$ cat src/rtl/fl8_to_int8_stream_pkg.sv
// Float8 {sign, exp[4:0], mant[1:0]} field definitions shared by the int8<->float8 casts.
// Holds the field widths, the bias, the decode classes and a field-split helper.
package fl8_to_int8_stream_pkg;

   localparam int FL8_W      = 8;
   localparam int FL8_EXP_W  = 5;
   localparam int FL8_MANT_W = 2;
   localparam int FL8_BIAS   = 15;
   localparam int FL8_SIG_W  = FL8_MANT_W + 1;
   localparam int SHIFT_W    = 4;
   localparam int SHIFT_MAX  = 9;
   localparam int INT8_W     = 8;

   typedef enum logic [1:0] {
      CLS_ZERO,
      CLS_NEG,
      CLS_BIG,
      CLS_NORM
   } fl8_class_e;

   typedef struct packed {
      logic                  s;
      logic [FL8_EXP_W-1:0]  e;
      logic [FL8_MANT_W-1:0] m;
   } fl8_fields_t;

   function automatic fl8_fields_t fl8_split(input logic [FL8_W-1:0] raw);
      fl8_split = fl8_fields_t'(raw);
   endfunction

endpackage

$ cat src/rtl/fl8_decode.sv
// Combinational float8 decode: result class, 3-bit significand and left-shift amount
// that places the value (with one guard bit) at bit 3 of the scaled significand.
module fl8_decode
   import fl8_to_int8_stream_pkg::*;
#(
   parameter int BIAS = FL8_BIAS
)
(
   input  logic [FL8_W-1:0]     fl8,
   output fl8_class_e           cls,
   output logic [FL8_SIG_W-1:0] sig,
   output logic [SHIFT_W-1:0]   shift
);

   localparam logic [FL8_EXP_W-1:0] E_BIG  = FL8_EXP_W'(BIAS + 8);
   localparam logic [FL8_EXP_W-1:0] E_HALF = FL8_EXP_W'(BIAS - 1);
   localparam logic [FL8_EXP_W-1:0] E_SH0  = FL8_EXP_W'(BIAS - 2);

   fl8_fields_t          f;
   logic [FL8_EXP_W-1:0] e_rel;

   assign f   = fl8_split(fl8);
   assign sig = {1'b1, f.m};

   // Exponent zero wins over sign so that -0 and negative denormals are unflagged.
   always_comb begin
      cls = CLS_NORM;
      if (f.e == '0)
         cls = CLS_ZERO;
      else if (f.s)
         cls = CLS_NEG;
      else if (f.e >= E_BIG)
         cls = CLS_BIG;
      else if (f.e < E_HALF)
         cls = CLS_ZERO;
   end

   always_comb begin
      e_rel = '0;
      shift = '0;
      if (f.e > E_SH0) begin
         e_rel = f.e - E_SH0;
         shift = (e_rel > FL8_EXP_W'(SHIFT_MAX)) ? SHIFT_W'(SHIFT_MAX) : SHIFT_W'(e_rel);
      end
   end

endmodule

$ cat src/rtl/fl8_to_int8_stream.sv
// Two-stage float8 -> uint8 streaming converter with valid/ready on both sides,
// per-beat saturation flag and a sticky saturating event counter.
module fl8_to_int8_stream
   import fl8_to_int8_stream_pkg::*;
#(
   parameter int BIAS      = FL8_BIAS,
   parameter int SAT_CNT_W = 16
)
(
   input  logic                 clk,
   input  logic                 reset,
   input  logic                 in_valid,
   output logic                 in_ready,
   input  logic [FL8_W-1:0]     fl8_in,
   input  logic                 cast_,
   output logic                 out_valid,
   input  logic                 out_ready,
   output logic [INT8_W-1:0]    int8_out,
   output logic                 out_sat,
   input  logic                 sat_clr,
   output logic [SAT_CNT_W-1:0] sat_count
);

   localparam int SCALED_W = FL8_SIG_W + SHIFT_MAX;
   localparam int GUARD_W  = INT8_W + 1;

   logic                 s1_valid_reg;
   logic                 s2_valid_reg;
   logic                 s1_adv;
   logic                 s2_adv;

   logic                 s1_cast_reg;
   fl8_class_e           s1_cls_reg;
   logic [FL8_SIG_W-1:0] s1_sig_reg;
   logic [SHIFT_W-1:0]   s1_shift_reg;
   logic [FL8_W-1:0]     s1_raw_reg;

   fl8_class_e           dec_cls;
   logic [FL8_SIG_W-1:0] dec_sig;
   logic [SHIFT_W-1:0]   dec_shift;

   logic [SCALED_W-1:0]  scaled;
   logic [GUARD_W-1:0]   guard;
   logic [INT8_W-1:0]    int8_next;
   logic                 out_sat_next;
   logic [INT8_W-1:0]    int8_out_reg;
   logic                 out_sat_reg;

   logic [SAT_CNT_W-1:0] sat_count_reg;
   logic                 sat_inc;

   fl8_decode #(.BIAS(BIAS)) u_decode (
      .fl8   (fl8_in),
      .cls   (dec_cls),
      .sig   (dec_sig),
      .shift (dec_shift)
   );

   assign s2_adv    = ~s2_valid_reg | out_ready;
   assign s1_adv    = ~s1_valid_reg | s2_adv;
   assign in_ready  = s1_adv;
   assign out_valid = s2_valid_reg;
   assign int8_out  = int8_out_reg;
   assign out_sat   = out_sat_reg;
   assign sat_count = sat_count_reg;

   // scaled[11:3] is the magnitude with one guard bit; +1 then drop gives round half-up.
   always_comb begin
      scaled       = SCALED_W'(s1_sig_reg) << s1_shift_reg;
      guard        = GUARD_W'(scaled >> 3);
      int8_next    = s1_raw_reg;
      out_sat_next = 1'b0;
      if (s1_cast_reg) begin
         case (s1_cls_reg)
            CLS_ZERO: int8_next = '0;
            CLS_NEG: begin
               int8_next    = '0;
               out_sat_next = 1'b1;
            end
            CLS_BIG: begin
               int8_next    = '1;
               out_sat_next = 1'b1;
            end
            default: int8_next = INT8_W'((guard + GUARD_W'(1)) >> 1);
         endcase
      end
   end

   assign sat_inc = s2_valid_reg & out_ready & out_sat_reg & ~(&sat_count_reg);

   always_ff @(posedge clk or posedge reset) begin
      if (reset) begin
         s1_valid_reg  <= 1'b0;
         s2_valid_reg  <= 1'b0;
         s1_cast_reg   <= 1'b0;
         s1_cls_reg    <= CLS_ZERO;
         s1_sig_reg    <= '0;
         s1_shift_reg  <= '0;
         s1_raw_reg    <= '0;
         int8_out_reg  <= '0;
         out_sat_reg   <= 1'b0;
         sat_count_reg <= '0;
      end else begin
         if (s1_adv) begin
            s1_valid_reg <= in_valid;
            if (in_valid) begin
               s1_cast_reg  <= cast_;
               s1_cls_reg   <= dec_cls;
               s1_sig_reg   <= dec_sig;
               s1_shift_reg <= dec_shift;
               s1_raw_reg   <= fl8_in;
            end
         end
         if (s2_adv) begin
            s2_valid_reg <= s1_valid_reg;
            if (s1_valid_reg) begin
               int8_out_reg <= int8_next;
               out_sat_reg  <= out_sat_next;
            end
         end
         // A clear in the same cycle as a counted transfer drops that event.
         if (sat_clr)
            sat_count_reg <= '0;
         else if (sat_inc)
            sat_count_reg <= sat_count_reg + SAT_CNT_W'(1);
      end
   end

endmodule

$ cat config.mk
export PLATFORM = sky130hd
export DESIGN_NAME = fl8_to_int8_stream
export DESIGN_NICKNAME = d
export VERILOG_FILES = /design/src/rtl/fl8_to_int8_stream_pkg.sv /design/src/rtl/fl8_decode.sv /design/src/rtl/fl8_to_int8_stream.sv
export SDC_FILE = /design/constraint.sdc
export NUM_CORES = 1
export LEC_CHECK = 0
export BUFFER_PORTS_ARGS = -buffer_cell sky130_fd_sc_hd__buf_4
export CAP_MARGIN = 15
export CORE_MARGIN = 2
export CORE_UTILIZATION = 39
export CTS_CLUSTER_DIAMETER = 150
export CTS_CLUSTER_SIZE = 40
export DETAILED_ROUTE_END_ITERATION = 10
export SYNTH_ARGS = -nofsm -noshare
export SYNTH_HDL_FRONTEND = slang
export SYNTH_SLANG_ARGS = --single-unit
$ cat constraint.sdc
create_clock -name clk -period 2.18 [get_ports clk]
set_input_delay 0.218 -clock clk [delete_from_list [all_inputs] [get_ports clk]]
set_output_delay 0.218 -clock clk [all_outputs]
set_load 0.01 [all_outputs]
After elaboration in Yosys (flattened, before gate mapping):

Cells that the tools add are included.

* output and inout bits: 27
* bits of input ports: 14
* flip-flop bits (word level): 45
* logic and storage cells: 48

* add/subtract/negate cells: 3
* shift operators: 1
* reductions and logical operators: 8
* $lt $le $gt $ge: 4
* mux-type cells: 12
* bitwise gates (word level): 8
* eq/ne operators: 2

Operators by type and width (number)
* 16-bit two-way mux: 2
* 16-bit by 1-bit adder with 16-bit output, second input constant: 1
* 8-bit case mux with 2 select lines: 1
* 16-bit AND reduction: 1
* 3-bit by 4-bit left shift with 12-bit output: 1
* 5-bit by 4-bit greater-than comparator with 1-bit output, second input constant: 2
* 9-bit by 1-bit adder with 9-bit output, second input constant: 1
* 2-bit two-way mux: 4
* 4-bit two-way mux: 2
* 8-bit two-way mux: 1
* 5-bit greater-or-equal comparator, second input constant: 1
* 5-bit logical NOT: 1
* 5-bit by 4-bit < comparator with 1-bit output, second input constant: 1
* 5-bit by 4-bit subtractor with 5-bit output, second input constant: 1
* 2-bit AND reduction: 2
* 2-bit OR reduction: 2
* 1-bit AND: 3
* 1-bit inverter: 3
* 2-bit by 1-bit equality test with 1-bit output, second input constant: 1
* 2-bit equality test, second input constant: 1
* 2-bit logical NOT: 1
* 1-bit two-way mux: 2
* 1-bit OR: 2
* 2-bit nonzero test: 1

Logic depth before layout (Yosys ltp):

Gate-level depths: netlist of the first run.

* word-level depth: 5
* mapped depth: 10

By module:

Synthesis of the first run repeated with hierarchy kept, for this count alone.

* cells, all modules: 258
* area total of the unflattened synthesis: 2534.9 um^2

By module, submodules not included
* fl8_to_int8_stream: cells an instance 222, instances 1, seq. area each 1126.1 um^2, area each 2294.7 um^2
* fl8_decode: cells an instance 36, instances 1, seq. area each 0.0 um^2, area each 240.2 um^2

Worst setup path before layout of the first run:

OpenSTA, ideal clock, no wires.

* path kind: register -> register
* start: register sat_count_reg[0], in the netlist sat_count[0]
* end: register sat_count_reg[4], in the netlist sat_count[4]
* required time: 2.048 ns
* setup time: 0.132 ns
* path buffers: 1
* cell stages (with the launch flop): 8
* clock period less this slack: 1.826 ns
* setup slack: 0.354 ns
* data arrival time: 1.694 ns
* cells stage by stage: dfrtp_1 -> ha_1 -> nand2_1 -> or4_4 -> buf_6 -> o2111ai_2 -> xor2_1 -> nor2_1

* longest elaborated chain between the ends: 4

Ends and longest elaborated chain
* from (decl): line fl8_to_int8_stream.sv:49 `logic [SAT_CNT_W-1:0] sat_count_reg;`
* from (signal assigned): line fl8_to_int8_stream.sv:125 `sat_count_reg <= sat_count_reg + SAT_CNT_W'(1);`
* branches (longest 4 deep; another with 16-bit by 1-bit adder with 16-bit output)

Several ways; the timed one is not identified. The select of a mux whose other input is x is not followed.
A chain may end at the register's enable or synchronous reset.

Worst setup path in the final report of the first run:

* start: register s1_shift_reg[0]
* end: register int8_out_reg[3], in the netlist int8_out[3]

* longest elaborated chain between the ends: 4

Ends and longest elaborated chain
* from (decl): line fl8_to_int8_stream.sv:35 `logic [SHIFT_W-1:0] s1_shift_reg;`
* from (signal assigned): line fl8_to_int8_stream.sv:110 `s1_shift_reg <= dec_shift;`
* 3-bit by 4-bit left shift with 12-bit output: line fl8_to_int8_stream.sv:69 `scaled = SCALED_W'(s1_sig_reg) << s1_shift_reg;`
* 9-bit by 1-bit adder with 9-bit output: line fl8_to_int8_stream.sv:84 `default: int8_next = INT8_W'((guard + GUARD_W'(1)) >> 1);`
* 8-bit case mux with 2 select lines: line fl8_to_int8_stream.sv:74 `case (s1_cls_reg)`
* 8-bit two-way mux: line fl8_to_int8_stream.sv:73 `if (s1_cast_reg) begin`
* to (signal assigned): line fl8_to_int8_stream.sv:117 `int8_out_reg <= int8_next;`
* to (decl): line fl8_to_int8_stream.sv:46 `logic [INT8_W-1:0] int8_out_reg;`

No other way between the ends.

==> metrics.yaml, run 1 <==
yosysSeqAreaShare_pct: 42.6
reg2reg_from: "s1_shift_reg[0]$_DFFE_PP0P_"
synthAdderAreaFrac_pct: 3.96
crit_path_start_kind: "register"
die_w_um: 84.5
n_antenna_cell: 0
yosys.area_share.simple_pct: 23.8
critical_path.top_delay_family: "multiplexers"
synth_mux_area_share_pct: 5.10
power.ir.vdd_worst_uv: 340
crit_type: "reg2reg"
period_share_pct: 89.5
cts_buffer_depth: 2
syn_nets: 298
yosys_register_bits: 43
leakage_nw: 1.39
wire_per_inst_um: 14.3
grt_use_met3_pct: 3.93
met2_usage_pct: 23.1
tns_ns: 0
powerDensity_nw_per_um2: 674
clkTransAtPathRegs_ns: 0.08
ff2ff_path_depth: 8
dp.cells: 382
cts_hold_buf: 0
syn_inst: 276
h-tree-depth: 2
portBuffers: 40
max_freq_mhz: 512
synth_top_family_by_area: "simple AND/OR/NAND/NOR gates"
via_per_inst: 5.39
hpwl_mm: 4.08
worstPathCellList: "mux2_2, nand2_1, o21ai_1, nor3b_1, ha_1, nand3b_1, mux2i_1, o211ai_1"
numCtsBuffers: 5
cts_sinks: 43
synthXorXnorAreaFrac_pct: 6.58
drc: 0
path_buf_inv: 0
grt_max_degree: 44
die_h_um: 84.5
netlist-cell-type-count: 49
path_max_fanout: 10
grt_pass1_vias: 1934
clk_latency_ns: 0.30
grt_pass1_wl_mm: 9.41
nets: 334
rows: 29
setup_viol: 0
synth-compound-area-share_pct: 14.3
crit_slowest_cell: "dfrtp_1"
async_reset_ff_share_pct: 100
cts_tree: "done"
stdcell_area_um2: 3000
finClkSkew_ns: 0.00557
rrSetupSlack_ns: 0.23
areaGrowthSynthToFinish_pct: 18.7
endpoint_kind: "register"
finalMaxSlewViolations: 0
min_period_ns: 1.95
hold_viol: 0
vias: 2103
synth_ff_type: "dfrtp_1"
top_usage_layer: "met1"
cts_setup_buffers: 0
rsz0062_at_grt: "no"
hp-class: "in2async"
slew-limit-headroom_pct: 63.9
core_um2: 6310
final_antenna_net_count: 0
largest_reg_flops: 16
cts_resized: 0
r2r_end: "int8_out[3]$_DFFE_PP0P_"
grt_overflow: 0
final_cells: 390
crit_path_max_incr_delay_ns: 0.51
tightest_slew_ns: 0.541
met1_usage_pct: 24.0
drt-initial-drc-count: 99
required_ns: 2.36
synth-edff-count: 0
wirelength_mm: 5.59
status: "complete, no violations"
cp.arrival_ns: 2.13
start_util_pct: 40.1
place_congestion: 0.827
dr.pass1.iters: 4
max_cap_violations: 0
dpl_cell_area_um2: 2890
die-area_um2: 7140
drive_gt1_share_pct: 20.1
cts_root_buf: "clkbuf_8"
track_usage_pct: 16.2
report.power.total_mw: 2.02
syn-cell-area_um2: 2530
io_pins: 41
grt_antenna_before_repair: 0
yosysWarnings: 0
post-route-util_pct: 47.5
syn_area_per_cell_um2: 9.16
-- worst reg2reg max path: stages, from the launching register on --
cell	delay (ns)
dfrtp_1	0.51
mux2_2	0.40
nand2_1	0.07
o21ai_1	0.09
nor3b_1	0.17
ha_1	0.22
nand3b_1	0.10
mux2i_1	0.18
o211ai_1	0.09
-- metal layers --
| metal | up-vias | routed length, um |
|---|---|---|
| met5 | - | 0 |
| met4 | 0 | 86 |
| met1 | 987 | 2850 |
| li1 | 1046 | - |
| met3 | 8 | 291 |
| met2 | 62 | 2370 |
-- per-stage QoR --
stage          hold slack, ns  worst slack (ns)
3_5_place_dp            0.401             0.223
6_report               0.0551             0.229
3_3_place_gp            0.400             0.286
4_1_cts                0.0709             0.221
5_1_grt                 0.105            0.0860
2_1_floorplan           0.316             0.354
-- cells in the mapped netlist (3+ instances only) --
library cell   n  area share, %
dfrtp_1       43             43
nand2_1       35            5.2
nor2_1        25            3.7
o21ai_1       19            3.8
xor2_1        15            5.2
clkbuf_1      13            1.9
a21oi_1        9            1.8
ha_1           8            4.0
nand3_1        8            1.6
nand4_1        8            2.0
nand2b_1       7            1.7
nand3b_1       7            2.1
mux2_1         6            2.7
o21ai_0        6            1.2
inv_1          5           0.74
mux2i_1        5            2.0
nor3_1         5           0.99
and3_1         4           0.99
xnor2_1        4            1.4
a211oi_1       3           0.89
a31oi_1        3           0.74
and2_1         3           0.74
o211ai_2       3            1.5
-- report_power, final --
part | switching [mW] | internal [mW]
Combinational | 0.224 | 0.198
Clock | 0.287 | 0.341
Sequential | 0.0894 | 0.883
Total | 0.601 | 1.42
-- layout by cell type (no fill, tap or decap), types with 3 or more instances in the layout --
cell type  synthesis  final
a21oi_1            9      9
a211oi_1           3      3
dfrtp_1           43     43
nand4_1            8      8
buf_4              1     44
and2_1             3      3
o21ai_1           19     19
nor3_1             5      5
nand2_1           35     35
o211ai_2           3      3
nor2_1            25     25
mux2i_1            5      5
mux2_1             6      6
ha_1               8      8
nand3_1            8      8
nand3b_1           7      7
and3_1             4      4
xnor2_1            4      4
a31oi_1            3      3
clkbuf_8           0      5
xor2_1            15     15
inv_1              5      5
o21ai_0            6      6
nand2b_1           7      7
-- layout make-up --
cell class	instances	area, um2
Clock buffer	5	68.8
Clock inverter	3	43.8
Fill cell	635	3310
Inverter	7	26.3
Multi-Input combinational cell	211	1360
Sequential cell	43	1080
Tap cell	77	96.3
Timing Repair Buffer	44	330
-- worst max path at each step --
stage | from | endpoint | slack [ns] | cells past startpoint
floorplan | sat_count[0]$_DFFE_PP0P_ | sat_count[4]$_DFFE_PP0P_ | 0.35 | 7
global placement | s1_shift_reg[0]$_DFFE_PP0P_ | int8_out[3]$_DFFE_PP0P_ | 0.29 | 8
detailed placement | s1_shift_reg[0]$_DFFE_PP0P_ | int8_out[3]$_DFFE_PP0P_ | 0.22 | 8
CTS | s1_shift_reg[0]$_DFFE_PP0P_ | int8_out[3]$_DFFE_PP0P_ | 0.22 | 8
global route | s1_shift_reg[0]$_DFFE_PP0P_ | int8_out[3]$_DFFE_PP0P_ | 0.09 | 7
finish | s1_shift_reg[0]$_DFFE_PP0P_ | int8_out[3]$_DFFE_PP0P_ | 0.23 | 8
-- logic make-up (layout without fill, tap and decap cells) --
| family | Yosys count | count (layout) |
|---|---|---|
| compound gates | 56 | 56 |
| xor+xnor | 19 | 19 |
| fa+ha+maj | 8 | 8 |
| buf+inv | 22 | 59 |
| flops | 43 | 43 |
| mux | 12 | 12 |
| simple gates | 116 | 116 |
(Power assumes the default switching activity.)
==> run 2: changes to the inputs <==
ABC_CLOCK_PERIOD_IN_PS = 2180   (was not set)
MAX_ROUTING_LAYER = met4   (was not set)
==> run 2 against run 1 <==
Compared with the run above:
- clock power barely moved
- power barely moved
- critical path type unchanged
- highest routed layer unchanged
- sequential power barely moved
- cell count did not move
==> metrics.yaml, run 2 (synthesized netlist as in run 1, its figures left out) <==
status: "complete, no violations"
path_max_fanout: 10  # unchanged
finClkSkew_ns: 0.00354  # -0.00204 ns
areaGrowthSynthToFinish_pct: 18.7  # unchanged
finalMaxSlewViolations: 0  # unchanged
cp.arrival_ns: 2.14  # about the same
setup_viol: 0  # unchanged
max_cap_violations: 0  # unchanged
grt_pass1_wl_mm: 9.43  # +0.22%
cts_root_buf: "clkbuf_8"
hold_viol: 0  # unchanged
start_util_pct: 40.1  # unchanged
core_um2: 6310  # unchanged
rrSetupSlack_ns: 0.22  # about the same
rsz0062_at_grt: "no"
wirelength_mm: 5.59  # about the same
powerDensity_nw_per_um2: 674  # about the same
place_congestion: 0.840  # +1.5%
grt_antenna_before_repair: 0  # unchanged
drive_gt1_share_pct: 20.1  # unchanged
dr.pass1.iters: 4  # unchanged
rows: 29  # unchanged
vias: 2104  # +0.048%
slew-limit-headroom_pct: 63.9  # about the same
h-tree-depth: 2  # unchanged
stdcell_area_um2: 3000  # unchanged
leakage_nw: 1.39  # unchanged
cts_sinks: 43  # unchanged
period_share_pct: 90.1  # +0.57 points
cts_hold_buf: 0  # unchanged
dpl_cell_area_um2: 2890  # unchanged
via_per_inst: 5.39  # about the same
numCtsBuffers: 5  # unchanged
drc: 0  # unchanged
max_freq_mhz: 509  # -0.63%
nets: 334  # unchanged
tightest_slew_ns: 0.541  # -0.000574 ns
nFillCells: 635  # unchanged
largest_reg_flops: 16  # unchanged
die_w_um: 84.5  # unchanged
grt_overflow: 0  # unchanged
n_antenna_cell: 0  # unchanged
final_cell_mix: "buf_4, dfrtp_1, nand2_1, nor2_1, o21ai_1"
grt_max_degree: 44  # unchanged
cts_resized: 0  # unchanged
track_usage_pct: 16.7  # +0.53 points
cts_buffer_depth: 2  # unchanged
wire_per_inst_um: 14.3  # about the same
endpoint_kind: "register"
required_ns: 2.36  # about the same
crit_path_start_kind: "register"
mostFrequentLayoutCell: "buf_4"
report.power.total_mw: 2.02  # about the same
die_h_um: 84.5  # unchanged
crit_path_end: "int8_out[3]$_DFFE_PP0P_"
r2r_end: "int8_out[3]$_DFFE_PP0P_"
io_pins: 41  # unchanged
power.ir.vdd_worst_uv: 341  # +0.28%
min_period_ns: 1.96  # +0.0125 ns
portBuffers: 40  # unchanged
cts_tree: "done"
die-area_um2: 7140  # unchanged
crit_path_start: "s1_shift_reg[0]$_DFFE_PP0P_"
cts_setup_buffers: 0  # unchanged
hp-class: "in2async"
grt_pass1_vias: 1931  # -0.16%
clkTransAtPathRegs_ns: 0.08  # about the same
hpwl_mm: 4.08  # unchanged
clk_latency_ns: 0.30  # about the same
final_antenna_net_count: 0  # unchanged
tns_ns: 0  # unchanged
crit_type: "reg2reg"
ff2ff_path_depth: 8  # unchanged
reg2reg_from: "s1_shift_reg[0]$_DFFE_PP0P_"
drt-initial-drc-count: 99  # unchanged
run 2: cell counts in the layout (fill, tap and decap cells not counted):
No cell type changed its count.
run 2: critical path, stage by stage (launching register included):
cell and delay, ns:
dfrtp_1 0.51, mux2_2 0.40, nand2_1 0.07, o21ai_1 0.09
nor3b_1 0.17, ha_1 0.22, nand3b_1 0.10, mux2i_1 0.18
o211ai_1 0.09
run 2: power by group:
part / total, mW / internal (mW) / leakage, nW / switching, mW
registers: 0.972 / 0.883 / 0.550 / 0.0896
clock network: 0.627 / 0.341 / 0.0581 / 0.285
logic: 0.422 / 0.198 / 0.779 / 0.224
run 2: layout make-up:
type	count	area (um2)	share of cell area (%)
Inverter	7	26.3	0.876
Sequential cell	43	1080	35.9
Multi-Input combinational cell	211	1360	45.3
Clock inverter	3	43.8	1.46
Clock buffer	5	68.8	2.29
Tap cell	77	96.3	3.21
Timing Repair Buffer	44	330	11.0
run 2: per-layer routing:
metal | up-vias | GRT usage [%] | part of all wire [%]
li1 | 1047 | - | -
met1 | 988 | 24.1 | 51
met2 | 63 | 23.1 | 43
met3 | 6 | 3.93 | 5.0
met4 | 0 | 5.19 | 1.2
met5 | - | - | 0
run 2: worst min path at each step:
stage / startpoint / to / cells past startpoint
after global routing: reset / sat_count[6]$_DFFE_PP0P_ / 3
after CTS: reset / sat_count[7]$_DFFE_PP0P_ / 3
after detailed placement: reset / int8_out[1]$_DFFE_PP0P_ / 3
after floorplan: fl8_in[7] / s1_cls_reg[1]$_DFFE_PP0P_ / 1
final: reset / out_valid$_DFFE_PP0P_ / 3
after global placement: reset / int8_out[2]$_DFFE_PP0P_ / 3
run 2: through the flow:
| stage | util (%) | hold WS (ns) | worst slack (ns) | std cells |
|---|---|---|---|---|
| floorplan | - | 0.316 | 0.354 | 276 |
| global placement | 45.7 | 0.400 | 0.286 | 382 |
| detailed placement | 45.7 | 0.401 | 0.223 | 382 |
| CTS | 47.5 | 0.0709 | 0.221 | 390 |
| global route | 47.5 | 0.105 | 0.0860 | 390 |
| finish | 47.5 | 0.0530 | 0.216 | 390 |
